`config.mk`:
```
export PLATFORM = sky130hd
export DESIGN_NAME = cory_spram_ctrl_flat
export DESIGN_NICKNAME = d
export VERILOG_FILES = /design/src/rtl/cory_spram_ctrl_if.sv /design/src/rtl/cory_spram_ctrl.sv /design/src/flat_wrapper.sv
export SDC_FILE = /design/constraint.sdc
export NUM_CORES = 1
export LEC_CHECK = 0
export BUFFER_PORTS_ARGS = -buffer_cell sky130_fd_sc_hd__buf_2
export CAP_MARGIN = 10
export CORE_MARGIN = 10
export CORE_UTILIZATION = 53
export CTS_CLUSTER_SIZE = 24
export DETAILED_ROUTE_END_ITERATION = 7
export PLACE_DENSITY_LB_ADDON = 0.15
export RECOVER_POWER = 100
export SLEW_MARGIN = 20
export SYNTH_ARGS = -nofsm -noshare
export SYNTH_HDL_FRONTEND = slang
export SYNTH_SLANG_ARGS = --single-unit
```
`constraint.sdc`:
```
create_clock -name clk -period 2.3 [get_ports clk]
set_input_delay 0 -clock clk [delete_from_list [all_inputs] [get_ports clk]]
set_output_delay 0 -clock clk [all_outputs]
set_load 0.02 [all_outputs]
```
`src/rtl/cory_spram_ctrl_if.sv`:
```
// Request/response bundle for cory_spram_ctrl: client-facing valid/ready channels.
// master = client engine, slave = controller.
interface cory_spram_ctrl_if #(
  parameter int A = 8,
  parameter int D = 8
) ();
  logic         i_v;
  logic         i_r;
  logic         i_we;
  logic [A-1:0] i_a;
  logic [D-1:0] i_d;
  logic         o_v;
  logic         o_r;
  logic [D-1:0] o_d;
  logic         o_err;

  modport master (
    output i_v, i_we, i_a, i_d, o_r,
    input  i_r, o_v, o_d, o_err
  );

  modport slave (
    input  i_v, i_we, i_a, i_d, o_r,
    output i_r, o_v, o_d, o_err
  );
endinterface

```
`src/rtl/cory_spram_ctrl.sv`:
```
// Initiator-side controller for a single-port SRAM with registered read data and in-order responses.
// Optional macro CORY_SPRAM_CTRL_RANGE_CHK_EN: out-of-range requests become bubbles / error responses.
module cory_spram_ctrl #(
  parameter int A     = 8,
  parameter int D     = 8,
  parameter int SIZE  = 2**A,
  parameter int DEPTH = 4
) (
  input  logic         clk,
  input  logic         reset,
  cory_spram_ctrl_if.slave bus,
  output logic         mem_csn,
  output logic         mem_wen,
  output logic         mem_oen,
  output logic [A-1:0] mem_addr,
  output logic [D-1:0] mem_wdata,
  input  logic [D-1:0] mem_rdata,
  output logic         busy
);
  localparam int PW = (DEPTH > 1) ? $clog2(DEPTH) : 1;
  localparam int CW = $clog2(DEPTH + 1);

  generate
    if (DEPTH < 1 || DEPTH > 16 || SIZE < 1 || SIZE > 2**A) begin : g_bad_cfg
      $error("cory_spram_ctrl: illegal DEPTH or SIZE");
    end
  endgenerate

  // Both channels: a beat transfers at a posedge where valid && ready; ready never
  // looks at valid or payload, and payload is sampled only at that edge.
  logic          accept;
  logic          in_range;
  logic          s1_rd, s1_hit;
  logic          s2_rd, s2_hit;
  logic [1:0]    inflight;
  logic [CW-1:0] fifo_cnt;
  logic [CW:0]   used;
  logic [PW-1:0] wptr, rptr;
  logic [D-1:0]  data_q [DEPTH];
  logic          push, pop;
  logic [D-1:0]  push_d;

  function automatic logic [PW-1:0] ptr_inc(input logic [PW-1:0] p);
    return (p == PW'(DEPTH - 1)) ? '0 : p + PW'(1);
  endfunction

  // Every accepted read reserves a FIFO slot until popped, so the FIFO can never overflow.
  assign inflight = {1'b0, s1_rd} + {1'b0, s2_rd};
  assign used     = {1'b0, fifo_cnt} + (CW+1)'(inflight);
  assign bus.i_r  = !reset && (used < (CW+1)'(DEPTH));
  assign accept   = bus.i_v && bus.i_r;

`ifdef CORY_SPRAM_CTRL_RANGE_CHK_EN
  localparam logic [A:0] SIZE_L = (A+1)'(SIZE);
  logic       err_q [DEPTH];
  logic [7:0] err_cnt;

  assign in_range = ({1'b0, bus.i_a} < SIZE_L);

  always_ff @(posedge clk) begin
    if (push) err_q[wptr] <= !s2_hit;
  end

  always_ff @(posedge clk) begin
    if (reset) begin
      err_cnt <= '0;
    end else if (accept && !in_range && err_cnt != 8'hFF) begin
      err_cnt <= err_cnt + 8'd1;
    end
  end

  assign bus.o_err = bus.o_v && err_q[rptr];
`else
  assign in_range  = 1'b1;
  assign bus.o_err = 1'b0;
`endif

  // s*_rd tracks every read slot (credit, ordering); s*_hit only those issued to the memory.
  always_ff @(posedge clk) begin
    if (reset) begin
      mem_csn   <= 1'b1;
      mem_wen   <= 1'b1;
      mem_oen   <= 1'b1;
      mem_addr  <= '0;
      mem_wdata <= '0;
      s1_rd     <= 1'b0;
      s1_hit    <= 1'b0;
      s2_rd     <= 1'b0;
      s2_hit    <= 1'b0;
    end else begin
      mem_csn <= !(accept && in_range);
      mem_wen <= !(accept && in_range && bus.i_we);
      if (accept && in_range) mem_addr <= bus.i_a;
      if (accept && in_range && bus.i_we) mem_wdata <= bus.i_d;
      s1_rd   <= accept && !bus.i_we;
      s1_hit  <= accept && !bus.i_we && in_range;
      s2_rd   <= s1_rd;
      s2_hit  <= s1_hit;
      mem_oen <= !s1_hit;
    end
  end

  assign push   = s2_rd;
  assign pop    = bus.o_v && bus.o_r;
  assign push_d = s2_hit ? mem_rdata : '0;

  always_ff @(posedge clk) begin
    if (reset) begin
      wptr     <= '0;
      rptr     <= '0;
      fifo_cnt <= '0;
    end else begin
      if (push) wptr <= ptr_inc(wptr);
      if (pop)  rptr <= ptr_inc(rptr);
      if (push && !pop)      fifo_cnt <= fifo_cnt + CW'(1);
      else if (pop && !push) fifo_cnt <= fifo_cnt - CW'(1);
    end
  end

  always_ff @(posedge clk) begin
    if (push) data_q[wptr] <= push_d;
  end

  assign bus.o_v = (fifo_cnt != '0);
  assign bus.o_d = data_q[rptr];
  assign busy    = s1_rd || s2_rd || bus.o_v;
endmodule
```
`src/flat_wrapper.sv`:
```
// flat-port wrapper written by rule: the top's interface ports become plain ports
module cory_spram_ctrl_flat 
#(
  parameter int A     = 8,
  parameter int D     = 8,
  parameter int SIZE  = 2**A,
  parameter int DEPTH = 4
)
  (clk, reset, mem_csn, mem_wen, mem_oen, mem_addr, mem_wdata, mem_rdata, busy, bus_i_v, bus_i_we, bus_i_a, bus_i_d, bus_o_r, bus_i_r, bus_o_v, bus_o_d, bus_o_err);
  cory_spram_ctrl_if #(.A(A), .D(D)) bus_i ();
  input  logic clk;
  input  logic reset;
  output logic mem_csn;
  output logic mem_wen;
  output logic mem_oen;
  output logic [A-1:0] mem_addr;
  output logic [D-1:0] mem_wdata;
  input  logic [D-1:0] mem_rdata;
  output logic busy;
  input wire logic [$bits(bus_i.i_v)-1:0] bus_i_v;
  input wire logic [$bits(bus_i.i_we)-1:0] bus_i_we;
  input wire logic [$bits(bus_i.i_a)-1:0] bus_i_a;
  input wire logic [$bits(bus_i.i_d)-1:0] bus_i_d;
  input wire logic [$bits(bus_i.o_r)-1:0] bus_o_r;
  output wire logic [$bits(bus_i.i_r)-1:0] bus_i_r;
  output wire logic [$bits(bus_i.o_v)-1:0] bus_o_v;
  output wire logic [$bits(bus_i.o_d)-1:0] bus_o_d;
  output wire logic [$bits(bus_i.o_err)-1:0] bus_o_err;
  assign bus_i.i_v = bus_i_v;
  assign bus_i.i_we = bus_i_we;
  assign bus_i.i_a = bus_i_a;
  assign bus_i.i_d = bus_i_d;
  assign bus_i.o_r = bus_o_r;
  assign bus_i_r = bus_i.i_r;
  assign bus_o_v = bus_i.o_v;
  assign bus_o_d = bus_i.o_d;
  assign bus_o_err = bus_i.o_err;
  cory_spram_ctrl #(.A(A), .D(D), .SIZE(SIZE), .DEPTH(DEPTH)) u_core (.clk(clk), .reset(reset), .bus(bus_i), .mem_csn(mem_csn), .mem_wen(mem_wen), .mem_oen(mem_oen), .mem_addr(mem_addr), .mem_wdata(mem_wdata), .mem_rdata(mem_rdata), .busy(busy));
endmodule
```
* After elaboration in Yosys (flattened, before gate mapping) *
Memory sizes are Yosys's and may differ from the RTL's. A register that Yosys moved wholly into a read port is not among the register bits.
Cells that the tools add are included.

cells by class
  add/subtract/negate cells = 6
  order comparisons = 1
  eq/ne operators = 2
  mux-type cells = 9
  reductions and logical operators = 18

operator list
  kind                 number
  $mux 2               4
  $mux 8               1
  $logic_and 1x1->1    7
  $logic_not 1->1      7
  $mux 3               2
  $add 2x1->2 const B  2
  $add 3x2->4          1
  $eq 2x2->1 const B   2
  $lt 4x3->1 const B   1
  $add 3x1->3 const B  1
  $reduce_bool 3->1    1
  $sub 3x1->3 const B  1
  $add 1x1->2          1
  $logic_or 1x1->1     2
  $mux 1               2
  $reduce_bool 2->1    1

word-level totals
  register bits = 28
  memory bits (writable) = 32
  output and inout bits = 31
  word-level logic and storage cells = 47
  memories = 1

memory list
  name           depth  width  rd ports  clocked after Yosys merged registers in  wr ports  line                   text
  u_core.data_q  4      8      1         1                                        1         cory_spram_ctrl.sv:39  logic [D-1:0] data_q [DEPTH];

* Depth between registers and ports, before layout *
Gate-level depths: netlist (run 1).

  depth in word-level cells = 7
  mapped depth = 7
  gate-level depth less buffers = 7

* Worst setup path after synthesis (run 1) *
No wires, ideal clock.

  path kind = register to register
  from = register u_core.fifo_cnt[0]
  to = register u_core.fifo_cnt[2]
  library setup time = 70 ps
  arrival = 1,936 ps
  setup slack = 294 ps
  stages on the path, launching flop included = 8
  path buffers = 0
  cell sequence = dfxtp_1 > o31ai_1 > ha_1 > inv_1 > fa_1 > xor2_1 > or3_1 > a21oi_1

on the way
  cells in the longest elaborated chain, start to end = 5
  elaborated cells between the ends (all ways) = 10
  those cells by class = add/sub: 2; mux: 2; reduce/logical: 6

ends and longest elaborated chain
  element                                                              line                    text
  start, declared                                                      cory_spram_ctrl.sv:36   logic [CW-1:0] fifo_cnt;
  start signal, assigned                                               cory_spram_ctrl.sv:115  if (push && !pop) fifo_cnt <= fifo_cnt + CW'(1);
  start signal, assigned                                               cory_spram_ctrl.sv:116  else if (pop && !push) fifo_cnt <= fifo_cnt - CW'(1);
  parallel branches: the longest is 5 deep, another holds $sub 3x1->3  n/a

Several ways; the timed one is not identified. The select of a mux whose other input is x is not followed.
A chain may end at the register's enable or synchronous reset.

* Final worst setup path (run 1) *
Ends and elaborated chain as after synthesis.

==> results of run 1 <==
placed cells by master, fill, tap and decap left out, types with 2 or more instances in the layout:
cell type	count
bufinv_16	3
dfxtp_1	30
edfxtp_1	32
dlygate4sd3_1	18
clkbuf_8	11
and2b_1	2
xor2_1	2
nor2_1	7
a21oi_1	3
and2_0	12
nor2b_1	14
ha_1	7
mux4_2	8
clkbuf_1	32
or3_1	5
mux2_1	16
buf_2	28
inv_1	4
nand2_1	3
mux2i_1	3
per-stage QoR:
step,setup WS [ns],cells,utilization [%],hold WS [ns]
after floorplan,0.2939,165,-,0.07238
after global placement,0.3347,271,60.89,0.1810
after detailed placement,0.1987,271,60.89,0.1793
after CTS,0.1838,305,70.09,0.02155
after global routing,0.04891,305,67.92,0.09118
final,0.1913,305,67.92,0.06298
worst paths after layout:
path,start,endpoint
worst min-delay path,mem_rdata[3],u_core.data_q[0][3]
worst max-delay path,u_core.fifo_cnt[0],u_core.fifo_cnt[2]
worst max register to register,u_core.fifo_cnt[0],u_core.fifo_cnt[2]
worst min register to register,u_core.s1_rd,u_core.mem_oen
layout make-up:
cell class / count / area share (%)
well taps: 54 / 2.134
inverters: 4 / 0.4743
repair buffers: 78 / 14.03
clock buffers: 12 / 4.901
clock inverters: 4 / 2.964
multi-input cells: 91 / 26.17
flip-flops and latches: 62 / 49.33
logic make-up (layout without fill, tap and decap cells):
group | after synthesis | after routing
AO/OA/AOI/OAI | 6 | 6
other | 1 | 1
flip-flops | 62 | 62
adder cells (fa/ha/maj) | 8 | 8
XOR/XNOR | 2 | 2
buffers and inverters | 12 | 98
AND/OR/NAND/NOR | 47 | 47
multiplexers | 27 | 27
metal layers:
layer | GRT usage (%) | up-vias | wire length [um]
li1 | - | 748 | -
met1 | 14.91 | 712 | 2091
met2 | 23.47 | 45 | 2612
met3 | 5.469 | 12 | 361
met4 | 8.223 | 0 | 116
met5 | 0 | - | 0
worst reg2reg max path, cell delays in order, from the launching register on:
cell     delay [ns]
dfxtp_1        0.36
o31ai_1        0.33
ha_1           0.26
inv_1          0.07
fa_1           0.37
xor2_1         0.16
or3_1          0.31
a21oi_1        0.18
sequential cells by signal (all words and copies together) (netlist names), named ones only:
name              count
u_core.mem_oen        1
u_core.mem_csn        1
u_core.rptr           2
u_core.wptr           2
u_core.push           1
u_core.mem_addr       8
u_core.data_q        32
u_core.s1_rd          1
u_core.mem_wdata      8
u_core.fifo_cnt       3
u_core.mem_wen        1
report_power, final:
part	internal, mW	total [mW]	switching (mW)
sequential	1.26	1.37	0.112
combinational	0.314	0.707	0.393
clock	0.776	1.17	0.395
what timing repair did:
item,4_1_cts,5_1_grt
buffers inserted,0,0
hold buffers,18,0
hold endpoints to repair,19,0
==> results.cfg, run 1 <==
[run_status]
status = complete, no violations

[finish]
area_delta_synth_final_pct = 25.81
finish.instance_area_sq_um = 3166
seq_area_sq_um = 1562
diodes = 0
drive_gt1_share_pct = 20.32
multi_input_area_sq_um = 828.3
fin_nets = 283
fillCellCount = 354

[clock_tree]
numCtsBuffers = 9
insertion_delay_ns = 0.33
cts-resized-gates = 0
cts.reportedPaths.clkPinSlew_ns = 0.06
cts-htree-levels = 3
cts.sinks = 62
root_buffer = clkbuf_8
cts_tree = built
clockBufferDepth = 2

[floorplan]
initial_core_util_pct = 53.99
fp-row-count = 25
die_y_um = 88.90
fp.coreArea_sq_um = 4661
die_w_um = 88.90
dieArea_sq_um = 7903
io_pins = 60

[yosys]
synth.top_cell.area_share_pct = 38.19
synth.distinct_cells = 29
synth_simple_gate_area_share_pct = 10.84
ys_ff_latch = 62
synth_flop_cell = edfxtp_1
synth_mux_area_share_pct = 17.90
synth_top_family_by_area = multiplexers
synth.largest_area_cell = edfxtp_1
synth_most_common_cell = edfxtp_1
synth_compound_area_share_pct = 1.442
synthTopCellsByCount = edfxtp_1 (32), dfxtp_1 (30), mux2_4 (16)
yosysWarningCount = 0
syn_nets = 202
synth_edf_count = 32
async_flop_share_pct = 0
ys_top_cells_by_area = edfxtp_1 (38%), dfxtp_1 (24%), mux2_4 (9.5%), mux4_2 (7.2%), ha_1 (3.5%)
postSynthAreaPerCell_sq_um = 15.25
syn_area_sq_um = 2516
synth-seq-area-share_pct = 62.06
synthAdderAreaFrac_pct = 4.276
synthCells = 165
synth-xor-area-share_pct = 0.6962

[timing]
rsz0062_at_grt = no
finalSetupTns_ns = 0
tightest_slew_ns = 0.6953
hold_viol = 0
finalWorstPathRequiredPeriod_ns = 2.109
max_freq_mhz = 474.2
drv_slew = 0
finalCritPeriodShare_pct = 91.68
setup_viol = 0
maxSlewHeadroom_pct = 53.62
fin_skew_ns = 0.009954

[critical_path]
cp.required_ns = 2.55
worstSetupStartpointType = flop
path_delay_family = adder cells
r2r_slack_ns = 0.19
r2r_cells = 7
crit_cells = 7
critical_path_buf_inv_count = 1
cp-end-kind = flop
cp_slowest_cell = fa_1
arrival_ns = 2.36
crit_chain = o31ai_1 > ha_1 > inv_1 > fa_1 > xor2_1 > or3_1 > a21oi_1
cpPeakStageDelay_ns = 0.37
worst-path-max-fanout = 5
worstSetupPathType = reg -> reg

[power_and_ir_drop]
finalPower_mw = 3.250
p_per_area_nw_per_um2 = 1027
leakage_nw = 1.255
ir_drop_v = 0.0007019

[detailed_routing]
wire_per_inst_um = 16.99
routed_wl_mm = 5.182
dr.pass1.iters = 4
drt_iter0_markers = 73
num_vias = 1517
drc = 0
vias_per_cell = 4.974
drtAntennaViolNets = 0

[placed_design]
postPlaceCellArea_sq_um = 2838
numPortBuffers = 58
place_congestion = 0.7835
post-dp-hpwl_mm = 3.616

[global_routing]
grt_pass1_vias = 1694
grt_max_degree = 26
grt_pass1_wl_mm = 8.280
grt.total_usage_pct = 14.10
gr-total-overflow = 0
antenna_found_initial = 0

[run]
maxCapViolCount = 0

[worst_hold_path]
whs_path_depth = 2
hold_path.class = in -> reg
Note: power is estimated with default switching activity, not from simulation.
==> run 2: changes to the inputs <==
- ABC_AREA: unset -> 1
==> results.cfg, run 2 <==
[run_status]
status = complete, no violations

[timing]
max_freq_mhz = 508.6
fin_skew_ns = 0.005932
hold-worst-slack_ns = 0.01429
rsz0062_at_grt = no
drv_slew = 0
finalCritPeriodShare_pct = 85.49
tightest_slew_ns = 0.6442
setup_viol = 0
finalWorstPathRequiredPeriod_ns = 1.966
finalSetupTns_ns = 0
maxSlewHeadroom_pct = 57.05
hold_viol = 0

[yosys]
synth_flop_cell = edfxtp_1
synthCells = 255
synth.top_cell.area_share_pct = 38.23
synth_most_common_cell = nor2_1
ys_top_cells_by_area = edfxtp_1 (38%), dfxtp_1 (24%), nor2_1 (6.4%), nand2_1 (5.8%), inv_1 (5.1%)
synth.distinct_cells = 23
synth.largest_area_cell = edfxtp_1
postSynthAreaPerCell_sq_um = 9.857
async_flop_share_pct = 0
syn_area_sq_um = 2514
synthTopCellsByCount = nor2_1 (43), nand2_1 (39), inv_1 (34)
syn_nets = 292
ys_ff_latch = 62
synth-seq-area-share_pct = 62.12
yosysWarningCount = 0
synth_edf_count = 32

[clock_tree]
cts_tree = built
cts_setup_buffers = 0
cts-resized-gates = 0
cts.reportedPaths.clkPinSlew_ns = 0.06
insertion_delay_ns = 0.32
root_buffer = clkbuf_8
cts-htree-levels = 3
cts.sinks = 62
cts.hold.buffers_added = 21
numCtsBuffers = 9
clockBufferDepth = 2

[power_and_ir_drop]
ir_drop_v = 0.0005651
leakage_nw = 1.388
p_seq_share_pct = 43.2
p_switching_mw = 1.085
pwr-share-comb_pct = 29.2
p_int_mw = 2.028
clkPwrFrac_pct = 27.6
p_per_area_nw_per_um2 = 979.5
p_sw_share_pct = 34.84

[placed_design]
numPortBuffers = 58
post-dp-hpwl_mm = 3.616
postPlaceCellArea_sq_um = 2838
dp_cells = 359
place_congestion = 0.8183

[detailed_routing]
drtAntennaViolNets = 0
num_vias = 1933
dr.pass1.iters = 4
drc = 0
drt_iter0_markers = 85
vias_per_cell = 4.881
routed_wl_mm = 5.398
wire_per_inst_um = 13.63

[global_routing]
grt.total_usage_pct = 14.70
antenna_found_initial = 0
gr-total-overflow = 0
grt_pass1_vias = 1944
grt_pass1_wl_mm = 9.080
grt_max_degree = 18

[floorplan]
dieArea_sq_um = 7897
fp-row-count = 24
fp.coreArea_sq_um = 4474
die_w_um = 88.87
die_y_um = 88.87
initial_core_util_pct = 56.18
io_pins = 60

[run]
maxCapViolCount = 0

[critical_path]
r2r_end = u_core.fifo_cnt[2]
r2r_cells = 11
critPathCapture = u_core.fifo_cnt[2]
cp.required_ns = 2.56
worstSetupPathType = reg -> reg
r2r_slack_ns = 0.33
worst_r2r_startpoint = u_core.fifo_cnt[1]
arrival_ns = 2.23
cp-end-kind = flop
crit_start = u_core.fifo_cnt[1]
worstSetupStartpointType = flop
worst-path-max-fanout = 5

[finish]
drive_gt1_share_pct = 13.37
largest_reg_flops = 32
top_register = u_core.data_q
diodes = 0
area_delta_synth_final_pct = 26.43
fin_nets = 376
final_core_util_pct = 71.03
top_regs = u_core.data_q x32, u_core.mem_addr x8, u_core.mem_wdata x8
layout_commonest_cell = nor2_1
final_cell_mix = nor2_1 (43), nand2_1 (41), inv_1 (34), clkbuf_1 (34), edfxtp_1 (32)
finish.instance_area_sq_um = 3178
final_cells = 396

[worst_hold_path]
hold_path.class = in -> reg
-- run 2: cell families after synthesis --
kind of cell,share of synthesized area [%]
adder cells (fa/ha/maj),4.281
flip-flops,62.12
buffers and inverters,6.919
other,0.1492
AO/OA/AOI/OAI,9.308
AND/OR/NAND/NOR,16.87
XOR/XNOR,0.3485
-- run 2: worst min path at each step --
stage / start / end / depth (start not counted)
5_1_grt: mem_rdata[3] / u_core.data_q[1][3] / 3
3_5_place_dp: bus_i_we / u_core.s1_rd / 2
6_report: mem_rdata[4] / u_core.data_q[1][4] / 3
3_3_place_gp: bus_i_we / u_core.s1_rd / 2
4_1_cts: mem_rdata[1] / u_core.data_q[2][1] / 3
2_1_floorplan: bus_i_we / u_core.s1_rd / 1
-- run 2: critical path, cell delays in order, from the launching register on --
cell and delay [ns]:
dfxtp_1 0.38, nor3_1 0.23, inv_1 0.10, nand2_1 0.13
ha_1 0.16, inv_1 0.07, fa_1 0.37, a21oi_1 0.14
o21ai_0 0.11, nand2_1 0.08, nand2_1 0.05, nor2_1 0.08
-- run 2: final cells by class --
class / count / area (sq um)
Multi-Input combinational cell: 151 / 768.2
Fill cell: 361 / 1296
Inverter: 34 / 127.6
Clock inverter: 1 / 5.005
Clock buffer: 15 / 176.4
Sequential cell: 62 / 1562
Tap cell: 52 / 65.06
Timing Repair Buffer: 81 / 474.2
-- run 2: power by group through the flow --
| stage | sequential, mW | clock [mW] | combinational (mW) |
|---|---|---|---|
| 2_1_floorplan | 1.40 | 0 | 0.601 |
| 3_3_place_gp | 1.37 | 0 | 0.913 |
| 3_5_place_dp | 1.37 | 0 | 0.933 |
| 4_1_cts | 1.35 | 0.877 | 0.967 |
| 5_1_grt | 1.36 | 0.927 | 1.03 |
| 6_report | 1.35 | 0.858 | 0.909 |
-- run 2: layer usage --
layer	track usage [%]	routed length [um]	part of all wire, %
met2	24.00	2715	50
met4	4.846	41	0.76
met5	0	0	0
met3	6.526	409	7.6
met1	16.87	2232	41
-- run 2: stage by stage --
stage	total power [mW]	setup WS, ns
after floorplan	1.997	0.4304
after global placement	2.278	0.4717
after detailed placement	2.304	0.3284
after CTS	3.191	0.2995
after global routing	3.318	0.07724
final	3.113	0.3338
